==> src/rtl/gemm_pass_seq.sv <==
`default_nettype none
// ============================================================================
// Module   : gemm_pass_seq
// Brief    : GEMM compute sequencer. Runs N_PASS accumulation passes of K_LEN
//            steps per loaded source batch, then signals batch completion.
// Option   : GEMM_PASS_SEQ_OVERLAP_EN - next pass starts while previous drains
// Revision : 1.0 - initial release
// ============================================================================
module gemm_pass_seq #(
    parameter int K_LEN  = 32,
    parameter int N_PASS = 4,
    parameter int LAT    = 2
) (
    input  logic                                          clk,
    input  logic                                          reset,
    input  logic                                          run,
    input  logic                                          s_init,
    input  logic                                          out_busy,
    output logic                                          exec,
    output logic [$clog2(K_LEN)-1:0]                      ka,
    output logic [((N_PASS > 1) ? $clog2(N_PASS) : 1)-1:0] pa,
    output logic                                          k_init,
    output logic                                          k_fin,
    output logic                                          s_fin,
    output logic                                          busy
);

    localparam int KA_W = $clog2(K_LEN);
    localparam int PA_W = (N_PASS > 1) ? $clog2(N_PASS) : 1;
    localparam int FC_W = $clog2(LAT + 1);

    localparam logic [KA_W-1:0] KA_LAST = KA_W'(K_LEN - 1);
    localparam logic [PA_W-1:0] PA_LAST = PA_W'(N_PASS - 1);

    typedef enum logic [2:0] {
        ST_IDLE  = 3'd0,
        ST_WAIT  = 3'd1,
        ST_RUN   = 3'd2,
        ST_FLUSH = 3'd3,
        ST_DONE  = 3'd4
    } state_t;

    state_t            state;
    logic [FC_W-1:0]   fcnt;

    // fcnt holds the cycles still needed before the accumulator result is
    // valid; k_fin is registered, so it is armed one cycle before fcnt hits 0.
    always_ff @(posedge clk or posedge reset) begin
        if (reset) begin
            state  <= ST_IDLE;
            fcnt   <= '0;
            ka     <= '0;
            pa     <= '0;
            exec   <= 1'b0;
            k_init <= 1'b0;
            k_fin  <= 1'b0;
            s_fin  <= 1'b0;
            busy   <= 1'b0;
        end else if (!run) begin
            state  <= ST_IDLE;
            fcnt   <= '0;
            ka     <= '0;
            pa     <= '0;
            exec   <= 1'b0;
            k_init <= 1'b0;
            k_fin  <= 1'b0;
            s_fin  <= 1'b0;
            busy   <= 1'b0;
        end else begin
            exec   <= 1'b0;
            k_init <= 1'b0;
            k_fin  <= 1'b0;
            s_fin  <= 1'b0;
            case (state)
                ST_IDLE: begin
                    if (s_init) begin
                        pa   <= '0;
                        ka   <= '0;
                        busy <= 1'b1;
`ifdef GEMM_PASS_SEQ_OVERLAP_EN
                        state  <= ST_RUN;
                        exec   <= 1'b1;
                        k_init <= 1'b1;
`else
                        state  <= ST_WAIT;
`endif
                    end
                end
                ST_WAIT: begin
                    if (!out_busy) begin
                        state  <= ST_RUN;
                        ka     <= '0;
                        exec   <= 1'b1;
                        k_init <= 1'b1;
                    end
                end
                ST_RUN: begin
                    if (ka == KA_LAST) begin
                        state <= ST_FLUSH;
                        fcnt  <= FC_W'(LAT - 1);
                        k_fin <= (LAT == 1) && !out_busy;
                    end else begin
                        ka   <= ka + KA_W'(1);
                        exec <= 1'b1;
                    end
                end
                ST_FLUSH: begin
                    if (k_fin) begin
                        if (pa == PA_LAST) begin
                            state <= ST_DONE;
                        end else begin
                            pa <= pa + PA_W'(1);
`ifdef GEMM_PASS_SEQ_OVERLAP_EN
                            state  <= ST_RUN;
                            ka     <= '0;
                            exec   <= 1'b1;
                            k_init <= 1'b1;
`else
                            state  <= ST_WAIT;
`endif
                        end
                    end else begin
                        if (fcnt != '0) begin
                            fcnt <= fcnt - FC_W'(1);
                        end
                        k_fin <= ((fcnt == '0) || (fcnt == FC_W'(1))) && !out_busy;
                    end
                end
                ST_DONE: begin
                    if (!out_busy) begin
                        state <= ST_IDLE;
                        s_fin <= 1'b1;
                        busy  <= 1'b0;
                    end
                end
                default: begin
                    state <= ST_IDLE;
                    busy  <= 1'b0;
                end
            endcase
        end
    end

endmodule
`default_nettype wire

==> config.mk <==
export PLATFORM = sky130hd
export DESIGN_NAME = gemm_pass_seq
export DESIGN_NICKNAME = d
export VERILOG_FILES = /design/src/rtl/gemm_pass_seq.sv
export SDC_FILE = /design/constraint.sdc
export NUM_CORES = 1
export LEC_CHECK = 0
export BUFFER_PORTS_ARGS = -buffer_cell sky130_fd_sc_hd__buf_2
export CAP_MARGIN = 20
export CELL_PAD_IN_SITES_DETAIL_PLACEMENT = 2
export CELL_PAD_IN_SITES_GLOBAL_PLACEMENT = 2
export CORE_UTILIZATION = 38
export CTS_BUF_LIST = sky130_fd_sc_hd__clkbuf_8
export DETAILED_ROUTE_END_ITERATION = 7
export GPL_TIMING_DRIVEN = 1
export PLACE_DENSITY = 0.95
export REMOVE_ABC_BUFFERS = 1
export SETUP_SLACK_MARGIN = 0.02
export SYNTH_ARGS = -nofsm -noshare
export SYNTH_HDL_FRONTEND = slang
export SYNTH_SLANG_ARGS = --single-unit
==> constraint.sdc <==
create_clock -name clk -period 4.8 [get_ports clk]
set_clock_uncertainty 0.2 [all_clocks]
set_input_delay 0.72 -clock clk [delete_from_list [all_inputs] [get_ports clk]]
set_output_delay 0.72 -clock clk [all_outputs]
set_load 0.02 [all_outputs]
==> impl_metrics.ini, run 1 <==
[status]
status = finished, final reports clean

[critical_path]
slowest_delay_ns = 0.43
cp.required_ns = 4.72
cp_slowest_cell = a211oi_1
r2r_slack_ns = 2.64
cpLargestDelayFamily = compound AO/OA/AOI/OAI gates
cp-endpoint = ka[4]
critPathCaptureType = flop
reg2reg_to = ka[4]
cp.arrival_ns = 2.08
crit_top_cell = ha_1
crit_chain = ha_1 -> and3_1 -> ha_1 -> nand2b_1 -> a211oi_1 -> o31ai_1
worst-path-stages = 6
critPathLaunchType = flop
reg2reg_depth = 6
cp_max_fo = 6
reg2reg_from = ka[0]
worst-path-buf-inv = 0
path_class = flop to flop
critPathLaunch = ka[0]

[timing]
finalSetupViolCount = 0
drv_slew = 0
max_slew_margin_pct = 57.1
tightest_slew_ns = 0.644
fin_crit_sh_pct = 45.0
rsz0062_at_grt = false
min_period_ns = 2.16
fmaxAchievable_mhz = 462
finalSetupTns_ns = 0
hold_viol = 0

[synthesis]
avgSynthCellArea_um2 = 9.83
syn-instance-count = 99
synth_edf_count = 0
synthAdderAreaFrac_pct = 6.43
synth-simple-area-share_pct = 23.1
async_reset_ff_share_pct = 100
synth_top_area_share_pct = 43.7
yosysWarnings = 0
synth_top_cells_by_area = dfrtp_1, ha_1, nand2b_1, inv_1, o31ai_1
synthXorXnorAreaFrac_pct = 0
synth-compound-area-share_pct = 19.7
synth_area_um2 = 973
ys_top_cells_by_count = dfrtp_1, inv_1, nand2b_1, a21oi_1, ha_1
ys_seq_area_share_pct = 43.7
yosysUniqueCellTypes = 37
yosysMostFrequentCell = dfrtp_1
synth_largest_area_cell = dfrtp_1
yosys_register_bits = 17
synth_top_family_by_area = simple AND/OR/NAND/NOR gates
synth-main-ff-cell = dfrtp_1
synth_mux_area_share_pct = 1.16

[global_routing]
grt_use_total_pct = 23.7
grt_pass1_vias = 934
grt-ovfl-total = 0
grt_max_degree = 18
grt_antenna_before_repair = 0
grt_pass1_wl_mm = 4.62

[clock_network]
post_cts_resized = 0
postCtsHoldBufs = 0
cts_buffers = 3
worstSkewPairLatency_ns = 0.25
numClockSinks = 17
cts-root-buf = clkbuf_8
post_cts_buffers = 0
cts_buffer_depth = 2
h-tree-depth = 1
path_clk_slew_ns = 0.07
cts_tree = built

[route]
drtAntennaViolNets = 0
routed_via_density = 5.96
post_drt_wl_per_cell_um = 19.2
firstDrtPassIters = 4
drt_iter0_drc = 4
num_vias = 852
drc = 0
drt-total-wl_mm = 2.75

[min_path]
min_path_type = flop to flop

[run]
maxCapViolCount = 0

[finish]
design_area_mm2 = 0.00111
syn2layout_area_growth_pct = 14.4
drive_above_1_share_pct = 19.1
num_antenna_cells = 0
nFillCells = 255
fin_nets = 126

[die]
num_rows = 17
die_x_um = 52.6
ios = 17
die-area_mm2 = 0.00277
die_h_um = 52.6
core_region_area_mm2 = 0.00232
initial_core_util_pct = 42.0

[power]
powerDensity_mw_per_mm2 = 285
p_leak_nw = 0.531
vdd.ir_drop.worst_mv = 0.189

[placement]
place.port_buffers = 16
dpl-instance-area_mm2 = 0.00107
gp_congestion = 0.770
dp_hpwl_mm = 2.07
==> cell type report <==
| class | count | area, µm² | share of cell area, % |
|---|---|---|---|
| Tap cell | 28 | 35.0 | 3.15 |
| Multi-Input combinational cell | 68 | 490 | 44.0 |
| Timing Repair Buffer | 16 | 80.1 | 7.19 |
| Inverter | 10 | 37.5 | 3.37 |
| Clock inverter | 1 | 3.75 | 0.337 |
| Clock buffer | 3 | 41.3 | 3.71 |
| Sequential cell | 17 | 425 | 38.2 |
==> how the worst min path moves through the flow <==
stage	startpoint	to	slack, ns	cells after the start
6_report	ka[3]	ka[3]	0.32	1
5_1_grt	ka[3]	ka[3]	0.34	1
4_1_cts	ka[3]	ka[3]	0.32	1
3_5_place_dp	ka[3]	ka[3]	0.31	1
3_3_place_gp	ka[3]	ka[3]	0.30	1
2_1_floorplan	fcnt[0]	fcnt[0]	0.29	1
==> where the power goes <==
group          switching, W  internal, W
logic             0.0000309    0.0000191
registers         0.0000118     0.000149
clock network     0.0000498    0.0000568
total             0.0000924     0.000225
==> worst reg2reg max path: cells and delay by family (launching register included) <==
family / cells / cell delay, ns
DFF: 1 / 0.40
adders and majority gates: 2 / 0.47
AOI/OAI and AO/OA: 2 / 0.57
and+or+nand+nor: 2 / 0.38
==> logic make-up (layout without fill, tap and decap cells) <==
kind of cell | Yosys count | after routing
adders and majority gates | 5 | 5
muxes | 1 | 1
and+or+nand+nor | 36 | 36
buffers and inverters | 14 | 30
AOI/OAI and AO/OA | 26 | 26
DFF | 17 | 17
==> layout by cell type, fill, tap and decap left out, drive strengths merged, types with 2 or more instances in the layout <==
cell type	synthesis	layout
inv	10	11
nor2b	3	3
a22oi	2	2
o21ai	2	2
nand3	4	4
ha	5	5
and4b	2	2
o21bai	2	2
clkbuf	0	3
nand2b	8	8
buf	4	16
o31ai	4	4
nand2	3	3
nor2	4	4
dfrtp	17	17
nor4b	2	2
a21oi	5	5
nor3	2	2
==> stage by stage <==
step / total power, W / instances / hold slack (ns) / worst slack, ns / utilization [%]
after global routing: 0.000339 / 143 / 0.342 / 2.51 / 48.0
after floorplan: 0.000194 / 95 / 0.292 / 2.78 / -
after CTS: 0.000320 / 143 / 0.317 / 2.61 / 48.0
final: 0.000317 / 143 / 0.317 / 2.64 / 48.0
after global placement: 0.000210 / 139 / 0.296 / 2.80 / 46.1
after detailed placement: 0.000214 / 139 / 0.306 / 2.63 / 46.1
==> state kept, by name, indices dropped and copies added, names as in the netlist <==
signal,flops
ka,5
state,3
fcnt,2
pa,2
busy,1
exec,1
k_fin,1
k_init,1
s_fin,1
==> routing by layer <==
layer / global-route usage [%] / up-vias / wire [µm]
met5: 0 / - / 0
met4: 7.46 / 0 / 23
met3: 6.67 / 4 / 78
met2: 42.8 / 15 / 1540
met1: 26.3 / 441 / 1100
li1: - / 392 / -
Power figures use the tool's default switching activity.
==> run 2, diff against run 1 <==
--- a/config.mk
+++ b/config.mk
@@ -9,11 +9,11 @@
 export CAP_MARGIN = 20
 export CELL_PAD_IN_SITES_DETAIL_PLACEMENT = 2
 export CELL_PAD_IN_SITES_GLOBAL_PLACEMENT = 2
-export CORE_UTILIZATION = 38
+export CORE_UTILIZATION = 32
 export CTS_BUF_LIST = sky130_fd_sc_hd__clkbuf_8
 export DETAILED_ROUTE_END_ITERATION = 7
 export GPL_TIMING_DRIVEN = 1
-export PLACE_DENSITY = 0.95
+export PLACE_DENSITY = 0.87
 export REMOVE_ABC_BUFFERS = 1
 export SETUP_SLACK_MARGIN = 0.02
 export SYNTH_ARGS = -nofsm -noshare
==> constraint.sdc (replaced) <==
create_clock -name clk -period 1.8 [get_ports clk]
set_clock_uncertainty 0.2 [all_clocks]
set_input_delay 0.27 -clock clk [delete_from_list [all_inputs] [get_ports clk]]
set_output_delay 0.27 -clock clk [all_outputs]
set_load 0.02 [all_outputs]
==> run 2 against run 1 <==
Effect of this change: largest cell class unchanged; cell area is 21% higher; combinational power grew to 3.6 times the previous value; first-iteration DRC count grew to 6.0 times the previous value; setup slack worse by 2.7 ns; sequential share of layout area is 6.6 points lower; clock-buffer cell count stayed put; sequential power grew to 2.6 times the previous value; global-route usage is 3.7 points lower; core utilization is 0.48 points lower; largest power group unchanged; the flow now finishes with violations (setup timing); via count is 10% higher; register-to-register slack worse by 2.7 ns.
==> impl_metrics.ini, run 2 (synthesis gave the netlist of run 1 again) <==
[global_routing]
grtUsageMet3_pct = 3.63
grt_pass1_wl_mm = 4.91
grt_util_met1_pct = 21.8
grt_pass1_vias = 1047
grt_use_met2_pct = 37.3
grt_max_degree = 18
grt_use_total_pct = 19.9
grt_antenna_before_repair = 0
grt-ovfl-total = 0
top_usage_layer = met2

[finish]
regMostFlops = ka
design_area_mm2 = 0.00135
top_regs = ka: 5 flops, state: 3 flops
mostFrequentLayoutCells = dfrtp_1, buf_4, buf_2
drive_above_1_share_pct = 39.3
num_antenna_cells = 0
largest_reg_flops = 5
syn2layout_area_growth_pct = 38.2
fin_nets = 146
nFillCells = 306

[route]
drt_iter0_drc = 24
drt-total-wl_mm = 2.91
num_vias = 939
drtAntennaViolNets = 0
firstDrtPassIters = 4
post_drt_wl_per_cell_um = 17.5
drc = 0
routed_via_density = 5.66

[critical_path]
cp.required_ns = 1.77
cp_max_fo = 4
cp_slowest_cell = dfrtp_1
cp.arrival_ns = 1.83
cpLargestDelayFamily = compound AO/OA/AOI/OAI gates
crit_chain = ha_2 -> and3_4 -> ha_4 -> buf_6 -> buf_6 -> nand2b_4 -> a2111o_1 -> o31ai_1
critPathLaunchType = flop
crit_top_cell = buf_6
path_class = flop to flop
critPathCaptureType = flop
worst-path-buf-inv = 2
slowest_delay_ns = 0.36

[timing]
max_slew_margin_pct = 67.2
hold_viol = 0
min_period_ns = 1.86
finalSetupViolCount = 5
finalSetupTns_ns = -0.130
fmaxAchievable_mhz = 539
fin_crit_sh_pct = 103
drv_slew = 0
setup_ws_ns = -0.0563
tightest_slew_ns = 0.492
rsz0062_at_grt = true

[clock_network]
cts_tree = built
cts_buffers = 3
numClockSinks = 17
path_clk_slew_ns = 0.07
cts-root-buf = clkbuf_8
cts_buffer_depth = 2
h-tree-depth = 1
worstSkewPairLatency_ns = 0.26

[placement]
dp_hpwl_mm = 2.10
gp_congestion = 0.815
dpl_worst_slack_ns = -0.275
place.port_buffers = 16
dpl-instance-area_mm2 = 0.00119

[power]
vdd.ir_drop.worst_mv = 0.401
powerDensity_mw_per_mm2 = 665
p_leak_nw = 0.639

[die]
num_rows = 19
ios = 17
core_region_area_mm2 = 0.00283
die-area_mm2 = 0.00327
initial_core_util_pct = 34.4
die_h_um = 57.2
die_x_um = 57.2

[run]
maxCapViolCount = 0

[status]
status = finished with violations
violations = setup timing

[min_path]
min_path_type = input port to flop
[run 2: per-layer routing]
| metal | part of all wire (%) | wire length (µm) | up-vias |
|---|---|---|---|
| li1 | - | - | 434 |
| met1 | 41 | 1200 | 482 |
| met2 | 54 | 1590 | 19 |
| met3 | 3.0 | 86 | 4 |
| met4 | 1.5 | 44 | 0 |
| met5 | 0 | 0 | - |
[run 2: layout make-up]
cell class                      count  area [µm²]  share of cell area (%)
Timing Repair Buffer               36         240                    17.9
Clock inverter                      1        3.75                   0.279
Inverter                           10        37.5                    2.79
Clock buffer                        3        41.3                    3.07
Multi-Input combinational cell     68         558                    41.5
Sequential cell                    17         425                    31.6
Tap cell                           31        38.8                    2.88
[run 2: worst paths after layout]
kind	from	to	slack, ns	depth (start not counted)
setup / recovery	ka[1]	fcnt[1]	-0.06	8
hold / removal	out_busy	k_fin	0.06	2
setup reg to reg	ka[1]	fcnt[1]	-0.06	8
hold reg to reg	ka[3]	ka[3]	0.34	1
max in group asynchronous	reset	k_init	0.84	4
min in group asynchronous	reset	ka[3]	0.36	4
[run 2: worst register-to-register path: stages (launching register included)]
cell and delay, ns:
dfrtp_1 0.36, ha_2 0.18, and3_4 0.19, ha_4 0.15
buf_6 0.12, buf_6 0.09, nand2b_4 0.06, a2111o_1 0.36
o31ai_1 0.07
[run 2: report_power, final]
part	leakage [nW]	internal (W)	switching, W
Combinational	0.378	0.0000783	0.000103
Sequential	0.234	0.000397	0.0000194
Clock	0.0269	0.000152	0.000144
[run 2: what timing repair did]
action,in CTS,in global routing
hold buffers,1,0
hold endpoints to repair,17,0
pin swaps,6,3
buffers inserted,2,1
gates resized for setup,11,5
setup endpoints to repair,8,8
[run 2: metrics by stage]
stage / total power (W) / std cells / util [%] / hold slack (ns)
after global placement: 0.000584 / 158 / 42.1 / 0.0977
after CTS: 0.000892 / 165 / 46.7 / 0.0609
after detailed placement: 0.000593 / 158 / 42.1 / 0.107
after global routing: 0.000932 / 166 / 47.5 / 0.0612
final: 0.000894 / 166 / 47.5 / 0.0565
after floorplan: 0.000518 / 95 / - / -0.00393
==> run 3, diff against run 2 <==
--- a/config.mk
+++ b/config.mk
@@ -5,7 +5,7 @@
 export SDC_FILE = /design/constraint.sdc
 export NUM_CORES = 1
 export LEC_CHECK = 0
-export BUFFER_PORTS_ARGS = -buffer_cell sky130_fd_sc_hd__buf_2
+export BUFFER_PORTS_ARGS = -buffer_cell sky130_fd_sc_hd__clkbuf_2
 export CAP_MARGIN = 20
 export CELL_PAD_IN_SITES_DETAIL_PLACEMENT = 2
 export CELL_PAD_IN_SITES_GLOBAL_PLACEMENT = 2
@@ -15,7 +15,7 @@
 export GPL_TIMING_DRIVEN = 1
 export PLACE_DENSITY = 0.87
 export REMOVE_ABC_BUFFERS = 1
-export SETUP_SLACK_MARGIN = 0.02
+export SETUP_SLACK_MARGIN = 0.4
 export SYNTH_ARGS = -nofsm -noshare
 export SYNTH_HDL_FRONTEND = slang
 export SYNTH_SLANG_ARGS = --single-unit
==> run 3 against run 2 <==
Effect of this change: the run still ends with setup timing left; clock power about the same; cell count increased by 3.0%; sequential share of layout area decreased by 4.8 points; core utilization increased by 9.1 points; setup slack got worse by 0.052 ns; first-iteration DRC count decreased by 79%; non-clock buffer count increased by 5.
==> impl_metrics.ini, run 3 (synthesis gave the netlist of run 1 again) <==
[status]
status = finished with violations
violations = setup timing

[critical_path]
critPathCaptureType = flop
crit_chain = ha_2 -> and3_4 -> ha_4 -> buf_6 -> nor4b_4 -> a21oi_2 -> o32ai_2
worst-path-stages = 7
cp.arrival_ns = 1.87
cpLargestDelayFamily = simple AND/OR/NAND/NOR gates
cp_slowest_cell = dfrtp_1
path_class = flop to flop
critPathLaunchType = flop
slowest_delay_ns = 0.40
cp.required_ns = 1.76
worst-path-buf-inv = 1
reg2reg_depth = 7
cp_max_fo = 4

[timing]
drv_slew = 0
tightest_slew_ns = 0.430
hold_viol = 0
setup_ws_ns = -0.109
finalSetupViolCount = 7
fmaxAchievable_mhz = 524
rsz0062_at_grt = true
max_slew_margin_pct = 71.3
fin_crit_sh_pct = 106
min_period_ns = 1.91

[finish]
utilization_pct = 56.6
final_cells = 171
regMostFlops = ka
mostFrequentLayoutCell = dfrtp_1
fin_nets = 151
largest_reg_flops = 5
mostFrequentLayoutCells = dfrtp_1, buf_4, clkbuf_2, buf_6, inv_1
drive_above_1_share_pct = 55.7
num_antenna_cells = 0
syn2layout_area_growth_pct = 64.5
nFillCells = 278
top_regs = ka: 5 flops, state: 3 flops

[min_path]
hold_depth = 2
min_path_type = input port to flop

[route]
firstDrtPassIters = 4
num_vias = 958
drt-total-wl_mm = 3.69
routed_via_density = 5.60
drt_iter0_drc = 5
drc = 0
post_drt_wl_per_cell_um = 21.6
drtAntennaViolNets = 0

[die]
die_h_um = 57.2
die-area_mm2 = 0.00327
num_rows = 19
die_x_um = 57.2
initial_core_util_pct = 34.4
ios = 17
core_region_area_mm2 = 0.00283

[clock_network]
cts_buffers = 3
cts_buffer_depth = 2
cts_tree = built
worstSkewPairLatency_ns = 0.26
numClockSinks = 17
path_clk_slew_ns = 0.07
cts-root-buf = clkbuf_8
h-tree-depth = 1

[global_routing]
grt_antenna_before_repair = 0
grt-ovfl-total = 0
grt_pass1_vias = 1051
grt_use_total_pct = 22.7
grt_pass1_wl_mm = 5.55
grt_max_degree = 18

[placement]
gp_congestion = 0.752
dp_hpwl_mm = 2.10
dpl_worst_slack_ns = -0.241
place.port_buffers = 16
dp_cells = 158

[power]
switching_share_pct = 31.1
seqPwrFrac_pct = 42.7
p_leak_nw = 0.702
powerDensity_mw_per_mm2 = 612
switchingPower_w = 0.000305
p_comb_share_pct = 27.1
vdd.ir_drop.worst_mv = 0.349
p_int_w = 0.000675
p_clk_share_pct = 30.3

[run]
maxCapViolCount = 0
-- run 3: what timing repair did --
item / 4_1_cts / 5_1_grt
setup buffers: 3 / 5
gates resized for setup: 33 / 32
endpoints found under the setup margin: 21 / 22
hold buffers: 1 / 0
endpoints found under the hold margin: 17 / 0
pin swaps: 8 / 6
-- run 3: path summary, 6_finish.rpt --
path	startpoint	endpoint	slack, ns
setup / recovery	ka[0]	ka[2]	-0.11
max in group asynchronous	reset	state[0]	0.83
hold reg to reg	ka[3]	ka[3]	0.38
min in group asynchronous	reset	ka[1]	0.36
setup reg to reg	ka[0]	ka[2]	-0.11
hold / removal	out_busy	k_fin	0.13
-- run 3: final cells by class --
type	count	area (µm²)	area share (%)
repair buffers	41	374	23.4
clock inverters	1	5.00	0.312
clock buffers	3	41.3	2.58
flip-flops and latches	17	430	26.9
multi-input cells	68	672	42.0
inverters	10	40.0	2.50
well taps	31	38.8	2.42
-- run 3: per-layer routing --
metal / global-route usage, % / routed length (µm) / share of wire (%)
met1: 26.6 / 1510 / 41
met3: 3.63 / 71 / 1.9
met4: 5.92 / 74 / 2.0
met2: 42.9 / 2040 / 55
met5: 0 / 0 / 0
-- run 3: per-stage QoR --
| stage | TNS (ns) | hold slack, ns | power [W] | cell area [µm²] |
|---|---|---|---|---|
| 2_1_floorplan | -0.781 | -0.00393 | 0.000518 | 953 |
| 3_3_place_gp | -0.582 | 0.0822 | 0.000578 | 1190 |
| 3_5_place_dp | -1.35 | 0.0897 | 0.000588 | 1190 |
| 4_1_cts | -0.162 | 0.0806 | 0.000920 | 1410 |
| 5_1_grt | -0.958 | 0.120 | 0.00102 | 1600 |
| 6_report | -0.447 | 0.126 | 0.000980 | 1600 |
-- run 3: worst register-to-register path: cells and delay by family (launching register included) --
| family | cells | cell delay, ns |
|---|---|---|
| compound gates | 2 | 0.30 |
| simple gates | 2 | 0.43 |
| flops | 1 | 0.40 |
| fa+ha+maj | 2 | 0.36 |
| buf+inv | 1 | 0.13 |
-- run 3: power by group through the flow --
stage / sequential (W) / clock, W / combinational (W)
after floorplan: 0.000439 / 0 / 0.0000795
final: 0.000418 / 0.000297 / 0.000265
after CTS: 0.000420 / 0.000304 / 0.000196
after global placement: 0.000423 / 0 / 0.000156
after global routing: 0.000421 / 0.000315 / 0.000283
after detailed placement: 0.000424 / 0 / 0.000164
